### config.mk
export PLATFORM = sky130hd
export DESIGN_NAME = min_receive_fsm
export DESIGN_NICKNAME = d
export VERILOG_FILES = /design/src/rtl/min_pkg.sv /design/src/rtl/min_crc32_byte.sv /design/src/rtl/min_receive_fsm.sv
export SDC_FILE = /design/constraint.sdc
export NUM_CORES = 1
export LEC_CHECK = 0
export CAP_MARGIN = 20
export CORE_MARGIN = 3
export CORE_UTILIZATION = 45
export CTS_CLUSTER_DIAMETER = 50
export DETAILED_ROUTE_END_ITERATION = 8
export PLACE_DENSITY = 0.76
export SKIP_CTS_REPAIR_TIMING = 1
export SLEW_MARGIN = 25
export SYNTH_ARGS = -nofsm -noshare
export SYNTH_HDL_FRONTEND = slang
export SYNTH_HIERARCHICAL = 1
export SYNTH_SLANG_ARGS = --single-unit
### constraint.sdc
create_clock -name i_clk -period 2.3 [get_ports i_clk]
set_input_delay 0.23 -clock i_clk [delete_from_list [all_inputs] [get_ports i_clk]]
set_output_delay 0.23 -clock i_clk [all_outputs]
set_load 0.02 [all_outputs]
### src/rtl/min_pkg.sv
// MIN framing package: byte constants, CRC-32 parameters and the frame state encoding
// shared by min_receive_fsm and min_transmit_fsm.
package min_pkg;

   localparam logic [7:0] HdrByte   = 8'hAA;
   localparam logic [7:0] EofByte   = 8'h55;
   localparam logic [7:0] StuffByte = 8'h55;

   localparam logic [31:0] CrcPoly     = 32'h04C11DB7;
   localparam logic [31:0] CrcPolyRefl = 32'hEDB88320;
   localparam logic [31:0] CrcInit     = 32'hFFFFFFFF;
   localparam logic [31:0] CrcXorOut   = 32'hFFFFFFFF;

   typedef enum logic [3:0] {
      StHunt,
      StId,
      StLen,
      StData,
      StCrc0,
      StCrc1,
      StCrc2,
      StCrc3,
      StEof
   } min_state_e;

endpackage

### src/rtl/min_crc32_byte.sv
// Combinational CRC-32 (reflected) update over one byte, LSB first.
module min_crc32_byte
   import min_pkg::*;
(
   input  logic [31:0] i_crc,
   input  logic [7:0]  i_byte,
   output logic [31:0] o_crc
);

   // Eight serial shift/XOR steps unrolled into one cycle
   always_comb begin
      o_crc = i_crc ^ {24'd0, i_byte};
      for (int b = 0; b < 8; b++) begin
         o_crc = o_crc[0] ? ((o_crc >> 1) ^ CrcPolyRefl) : (o_crc >> 1);
      end
   end

endmodule

### src/rtl/min_receive_fsm.sv
// MIN receive framer: header hunt, de-stuffing, length/CRC/EOF checks, validated frame strobe.
// Optional: define MIN_RX_CRC_EN to check the CRC-32; otherwise the CRC bytes are consumed
// and ignored and a frame is good iff its EOF byte is 0x55.
module min_receive_fsm
   import min_pkg::*;
#(
   parameter int unsigned MAX_PAYLOAD = 4
) (
   input  logic                     i_clk,
   input  logic                     i_rst_n,
   input  logic                     i_en,
   input  logic                     i_valid,
   input  logic [7:0]               i_data,
   output logic                     o_frame_valid,
   output logic                     o_frame_err,
   output logic [5:0]               o_id,
   output logic [7:0]               o_len,
   output logic [8*MAX_PAYLOAD-1:0] o_payload,
   output logic                     o_busy
);

   localparam int unsigned PayloadW = 8 * MAX_PAYLOAD;
   localparam logic [7:0]  MaxLen   = 8'(MAX_PAYLOAD);

   min_state_e          state_q;
   logic [1:0]          aa_cnt_q;
   logic [5:0]          id_work_q;
   logic [7:0]          len_work_q;
   logic [7:0]          idx_q;
   logic [PayloadW-1:0] buf_q;
   logic                frame_valid_q;
   logic                frame_err_q;
   logic [5:0]          id_q;
   logic [7:0]          len_q;
   logic [PayloadW-1:0] payload_q;

   logic byte_ok;
   logic stuff_pos;
   logic is_hdr;
   logic len_bad;
   logic crc_ok;

   // Byte qualification and decode shared by the FSM and the CRC datapath
   always_comb begin
      byte_ok   = i_en & i_valid;
      // Two AA already seen past the header: this byte is a stuff slot
      stuff_pos = (state_q != StHunt) && (aa_cnt_q == 2'd2);
      is_hdr    = (i_data == HdrByte);
      len_bad   = (i_data > MaxLen);
   end

`ifdef MIN_RX_CRC_EN
   logic [31:0] crc_q;
   logic [31:0] crc_nxt;
   logic [31:0] rx_crc_q;
   logic        crc_init;
   logic        crc_step;
   logic        rx_shift;

   min_crc32_byte u_crc (
      .i_crc  (crc_q),
      .i_byte (i_data),
      .o_crc  (crc_nxt)
   );

   // CRC control: restart on every (re)sync to ID, accumulate CTRL/LEN/payload, shift received CRC
   always_comb begin
      crc_init = byte_ok && is_hdr && (aa_cnt_q == 2'd2);
      crc_step = byte_ok && !stuff_pos &&
                 ((state_q == StId) || (state_q == StData) || ((state_q == StLen) && !len_bad));
      rx_shift = byte_ok && !stuff_pos &&
                 ((state_q == StCrc0) || (state_q == StCrc1) ||
                  (state_q == StCrc2) || (state_q == StCrc3));
   end

   // Running CRC and received CRC (MSB first)
   always_ff @(posedge i_clk) begin
      if (!i_rst_n) begin
         crc_q    <= CrcInit;
         rx_crc_q <= '0;
      end else begin
         if (crc_init) begin
            crc_q <= CrcInit;
         end else if (crc_step) begin
            crc_q <= crc_nxt;
         end
         if (rx_shift) begin
            rx_crc_q <= {rx_crc_q[23:0], i_data};
         end
      end
   end

   assign crc_ok = ((crc_q ^ CrcXorOut) == rx_crc_q);
`else
   assign crc_ok = 1'b1;
`endif

   // Frame FSM with registered strobes and last-good-frame outputs
   always_ff @(posedge i_clk) begin
      if (!i_rst_n) begin
         state_q       <= StHunt;
         aa_cnt_q      <= '0;
         id_work_q     <= '0;
         len_work_q    <= '0;
         idx_q         <= '0;
         buf_q         <= '0;
         frame_valid_q <= 1'b0;
         frame_err_q   <= 1'b0;
         id_q          <= '0;
         len_q         <= '0;
         payload_q     <= '0;
      end else begin
         frame_valid_q <= 1'b0;
         frame_err_q   <= 1'b0;
         if (byte_ok) begin
            if (state_q == StHunt) begin
               if (!is_hdr) begin
                  aa_cnt_q <= '0;
               end else if (aa_cnt_q == 2'd2) begin
                  aa_cnt_q <= '0;
                  buf_q    <= '0;
                  state_q  <= StId;
               end else begin
                  aa_cnt_q <= aa_cnt_q + 2'd1;
               end
            end else if (stuff_pos) begin
               aa_cnt_q <= '0;
               if (is_hdr) begin
                  // Third AA: abort and treat the run as a fresh header
                  frame_err_q <= 1'b1;
                  buf_q       <= '0;
                  state_q     <= StId;
               end else if (i_data != StuffByte) begin
                  frame_err_q <= 1'b1;
                  state_q     <= StHunt;
               end
            end else begin
               aa_cnt_q <= is_hdr ? aa_cnt_q + 2'd1 : 2'd0;
               case (state_q)
                  StId: begin
                     id_work_q <= i_data[5:0];
                     state_q   <= StLen;
                  end
                  StLen: begin
                     if (len_bad) begin
                        frame_err_q <= 1'b1;
                        aa_cnt_q    <= '0;
                        state_q     <= StHunt;
                     end else begin
                        len_work_q <= i_data;
                        idx_q      <= '0;
                        state_q    <= (i_data == 8'd0) ? StCrc0 : StData;
                     end
                  end
                  StData: begin
                     for (int unsigned k = 0; k < MAX_PAYLOAD; k++) begin
                        if (idx_q == 8'(k)) begin
                           buf_q[8*k +: 8] <= i_data;
                        end
                     end
                     idx_q <= idx_q + 8'd1;
                     if (idx_q == len_work_q - 8'd1) begin
                        state_q <= StCrc0;
                     end
                  end
                  StCrc0: state_q <= StCrc1;
                  StCrc1: state_q <= StCrc2;
                  StCrc2: state_q <= StCrc3;
                  StCrc3: state_q <= StEof;
                  StEof: begin
                     aa_cnt_q <= '0;
                     state_q  <= StHunt;
                     if ((i_data == EofByte) && crc_ok) begin
                        frame_valid_q <= 1'b1;
                        id_q          <= id_work_q;
                        len_q         <= len_work_q;
                        payload_q     <= buf_q;
                     end else begin
                        frame_err_q <= 1'b1;
                     end
                  end
                  default: begin
                     aa_cnt_q <= '0;
                     state_q  <= StHunt;
                  end
               endcase
            end
         end
      end
   end

   assign o_frame_valid = frame_valid_q & i_en;
   assign o_frame_err   = frame_err_q & i_en;
   assign o_id          = id_q;
   assign o_len         = len_q;
   assign o_payload     = payload_q;
   assign o_busy        = (state_q != StHunt);

endmodule
# Word-level counts from Yosys, hierarchy flattened
# Cells that the tools add are included.
# classes
eq_ne,22
n_addsub,3
n_mux,36
bitwise,9
order_cmp,1
reduce_logical,23
# op_table
cell,count
$mux W32,6
$mux W8,5
$mux W4,7
$pmux W4 S7,1
$reduce_and A6 Y1,4
$reduce_and A5 Y1,4
$eq A4 B3 Y1 const B,4
$eq A8 B2 Y1 const B,2
$logic_not A8 Y1,2
$pmux W8 S2,1
$reduce_bool A3 Y1,5
$mux W2,6
$add A8 B1 Y8 const B,1
$eq A4 B2 Y1 const B,2
$eq A8 B1 Y1 const B,1
$eq A8 B7 Y1 const B,1
$eq A8 B8 Y1,1
$eq A8 B8 Y1 const B,1
$gt A8 B3 Y1 const B,1
$ne A8 B7 Y1 const B,1
$sub A8 B1 Y8 const B,1
$mux W1,6
$mux W3,2
$not A1 Y1,6
19 further kinds,23
# totals
ff_bits,108
input_bits,12
output_inout_bits,49

# Longest topological paths before layout
# logic_depth
depth_word,6
ltp_mapped,9
depth_no_buf,7

# Least setup slack after synthesis
# Ideal clock, no wire load.
# synth_path
path_kind,reg-to-reg
startpoint,register state_q[0]
endpoint,register idx_q[5]
period_less_slack_ns,2.184
setup_time_ns,0.120
path_buffers,1
arrival_ns,2.064
stages_incl_launch_ff,7
path_slack_ns,0.116
cell_sequence,dfxtp_1 > buf_2 > or4b_1 > or4_4 > o41ai_4 > or4_1 > nand2_1
# synth_between
elab_chain_len,4
# synth_rtl
element,line_no,text
"start, declared",min_receive_fsm.sv:25,min_state_e state_q;
"start signal, assigned",min_receive_fsm.sv:101,state_q <= StHunt;
"start signal, assigned",min_receive_fsm.sv:122,state_q <= StId;
"start signal, assigned",min_receive_fsm.sv:132,state_q <= StId;
branches (longest 4 deep; another with $reduce_and A5 Y1),n/a,
"end signal, assigned",min_receive_fsm.sv:161,idx_q <= idx_q + 8'd1;
"end, declared",min_receive_fsm.sv:29,logic [7:0] idx_q;
# Parallel ways; which one is timed is not known.
# A chain may end at the register's enable or synchronous reset.

# Final worst setup path
# layout_path
startpoint,register state_q[0]
endpoint,register idx_q[7]
# Same word-level chain as after synthesis.

==> run metrics <==
status=finished clean; routed len/inst=15.8 microns; CP delay by family, top=simple AND/OR/NAND/NOR gates; Area contributors post-synth=dfxtp_1 43%, nand2_1 8.5%, mux2i_1 8.0%, a21boi_1 7.7%, nor2b_1 4.9%; Pre-Repair DR Iteration Count=4; crit-path max cell delay=0.55 ns; post-layout minimum cycle time=2.27 ns; Slowest cell on crit path=or4_4; sequential fraction of the synthesis area=43.4%; die height=111 microns; Finish-stage setup viols=0; worst rel slew slack=60.4%; cts bufs inserted=9; Yosys top cell area share=43.4%; pwr dens=531 nW/um^2; share of cells above drive strength 1=13.1%; crit path DAT=2.55 ns; CTS clk-pin slew, worst paths=0.12 ns; Initial Util=47.1%; Period Utilization, post-route=98.7%; Fin Hold WS=0.341 ns; CP Cell Sequence=or4b_4 -> or4_4 -> o41ai_4 -> or4_1 -> nand2_1; syn_nets=562; crit path capture type=flop; H-tree depth=3; ys flop type=dfxtp_1; die area=12400 sq um; GRT Total Usage=19.5%; pins over their slew limit=0; worst vdd ir=464 uV; CTS tree=yes; Final Skew=0.0131 ns; area grow syn2layout=24.6%; initial drt markers=205; EDFF count, synth=0; ys async rst share=0%; WP buf/inv=0; grt ovf=0; Tightest Pin Transition=0.593 ns; Crit path required time=2.57 ns; vias in the first global route=4099; Non-Filler Instances=764; CP Launch Type=flop; RSZ-0062 raised after global routing=yes; CP Class=flop to flop; dpl cells=744; Ant. Diodes=0; Cell Area, Synth=4980 sq um; vias per cell=5.37; flop and latch count out of synthesis=108; Worst Hold Class=primary input to flop; Final ANT Viol Nets=0; Cells after Synth=542; CP Max Fanout=6; hpwl dp=8530 microns; fmax=440 MHz; Synth Area per Inst=9.18 sq um; Buffers on Ports=60; largest area contributor in the netlist=dfxtp_1; Core Region=10600 sq um; CTS Root Cell=clkbuf_8; pin count of the biggest net entering global routing=83; FP Rows=37; nets@finish=643; I/O pins=61; clock sink count=108; final WL=12100 microns; Max-Cap Viols=0; clk_lat worst skew=0.38 ns; DRC Markers=0; Synth Warn #=6; clock buffer depth=2; Final Power=3.29 mW; gpl congestion=0.853; Die X=111 microns; Fin. Hold Viols=0; first-pass GRT wire length=20000 microns; library cells used by synthesis=55; leakage power=2.15 nW; initial antenna violation count=0; Vias=4099
[stage by stage]
stage               setup TNS (ns)  cell area, sq um  utilization, %  setup WS [ns]
floorplan                        0              4980               -          0.116
global placement            -0.492              5930            56.2        -0.0567
detailed placement           -1.34              5930            56.2        -0.0909
CTS                         -0.136              6160            58.3         -0.136
global route               -0.0922              6200            58.8        -0.0584
finish                           0              6200            58.8         0.0288
[synth_stat cells, drive strengths merged (7+ instances only)]
library cell / count
and3: 11
a21boi: 51
nand3: 16
nand4: 8
buf: 10
or4: 7
nor2b: 39
ha: 8
nand2: 113
a21oi: 7
and2: 9
dfxtp: 108
inv: 10
mux2i: 40
nor2: 15
clkbuf: 24
[cell usage in the layout (no fill, tap or decap), types with 4 or more instances in the layout]
cell	instances
nand2_1	113
dfxtp_1	106
clkdlybuf4s50_1	59
a21boi_1	51
buf_4	41
mux2i_1	40
nor2b_1	39
nand3_1	16
nor2_1	14
and3_1	11
inv_1	9
and2_1	9
clkbuf_8	9
nand4_1	8
ha_1	8
xnor2_1	6
a21oi_1	6
o211ai_1	5
or4_1	5
o21ai_1	5
and4_1	4
a2111oi_4	4
xor2_1	4
[final cells by class]
class	instances	area, sq um
Fill cell	911	4350
Multi-Input combinational cell	390	2640
Sequential cell	108	2170
Timing Repair Buffer	104	963
Tap cell	136	170
Clock buffer	9	124
Clock inverter	7	101
Inverter	10	37.5
[worst paths after layout]
| path | start | to | slack (ns) | cells after the start |
|---|---|---|---|---|
| worst max-delay path | state_q[0] | idx_q[7] | 0.03 | 5 |
| worst min-delay path | i_rst_n | state_q[2] | 0.34 | 3 |
| worst min register to register | o_id[2] | o_id[2] | 0.46 | 2 |
| worst max register to register | state_q[0] | idx_q[7] | 0.03 | 5 |
[kinds of logic (layout without fill, tap and decap cells)]
| kind of cell | Yosys count | after routing | share of synthesized area [%] |
|---|---|---|---|
| AND/OR/NAND/NOR | 239 | 239 | 24.6 |
| flip-flops | 108 | 108 | 43.4 |
| AO/OA/AOI/OAI | 92 | 92 | 16.0 |
| buffers and inverters | 44 | 130 | 3.70 |
| multiplexers | 40 | 40 | 8.05 |
| XOR/XNOR | 11 | 11 | 2.21 |
| adder cells (fa/ha/maj) | 8 | 8 | 2.01 |
[routing by layer]
layer / global-route usage (%) / up-vias / share of wire, %
met3: 3.66 / 13 / 3.9
li1: - / 2026 / -
met4: 5.11 / 0 / 1.3
met5: 0 / - / 0
met2: 35.2 / 100 / 50
met1: 23.7 / 1960 / 45
[registers in the layout, summed over array words and instances (netlist names)]
name and flops:
frame_valid_q 1, id_work_q 6, state_q 4, idx_q 8, aa_cnt_q 2, len_work_q 8, o_len 8, buf_q 32
o_id 6, frame_err_q 1, o_payload 32
[worst reg2reg max path, cell delays in order (launching register included)]
cell and delay (ns):
dfxtp_4 0.36, or4b_4 0.53, or4_4 0.55, o41ai_4 0.48, or4_1 0.19, nand2_1 0.05
[report_power, final]
group,switching (mW),total [mW],internal (mW)
Clock,0.745,1.29,0.542
Sequential,0.000571,1.87,1.87
Combinational,0.0721,0.138,0.0656
Total,0.818,3.29,2.48
Power figures use the tool's default switching activity.
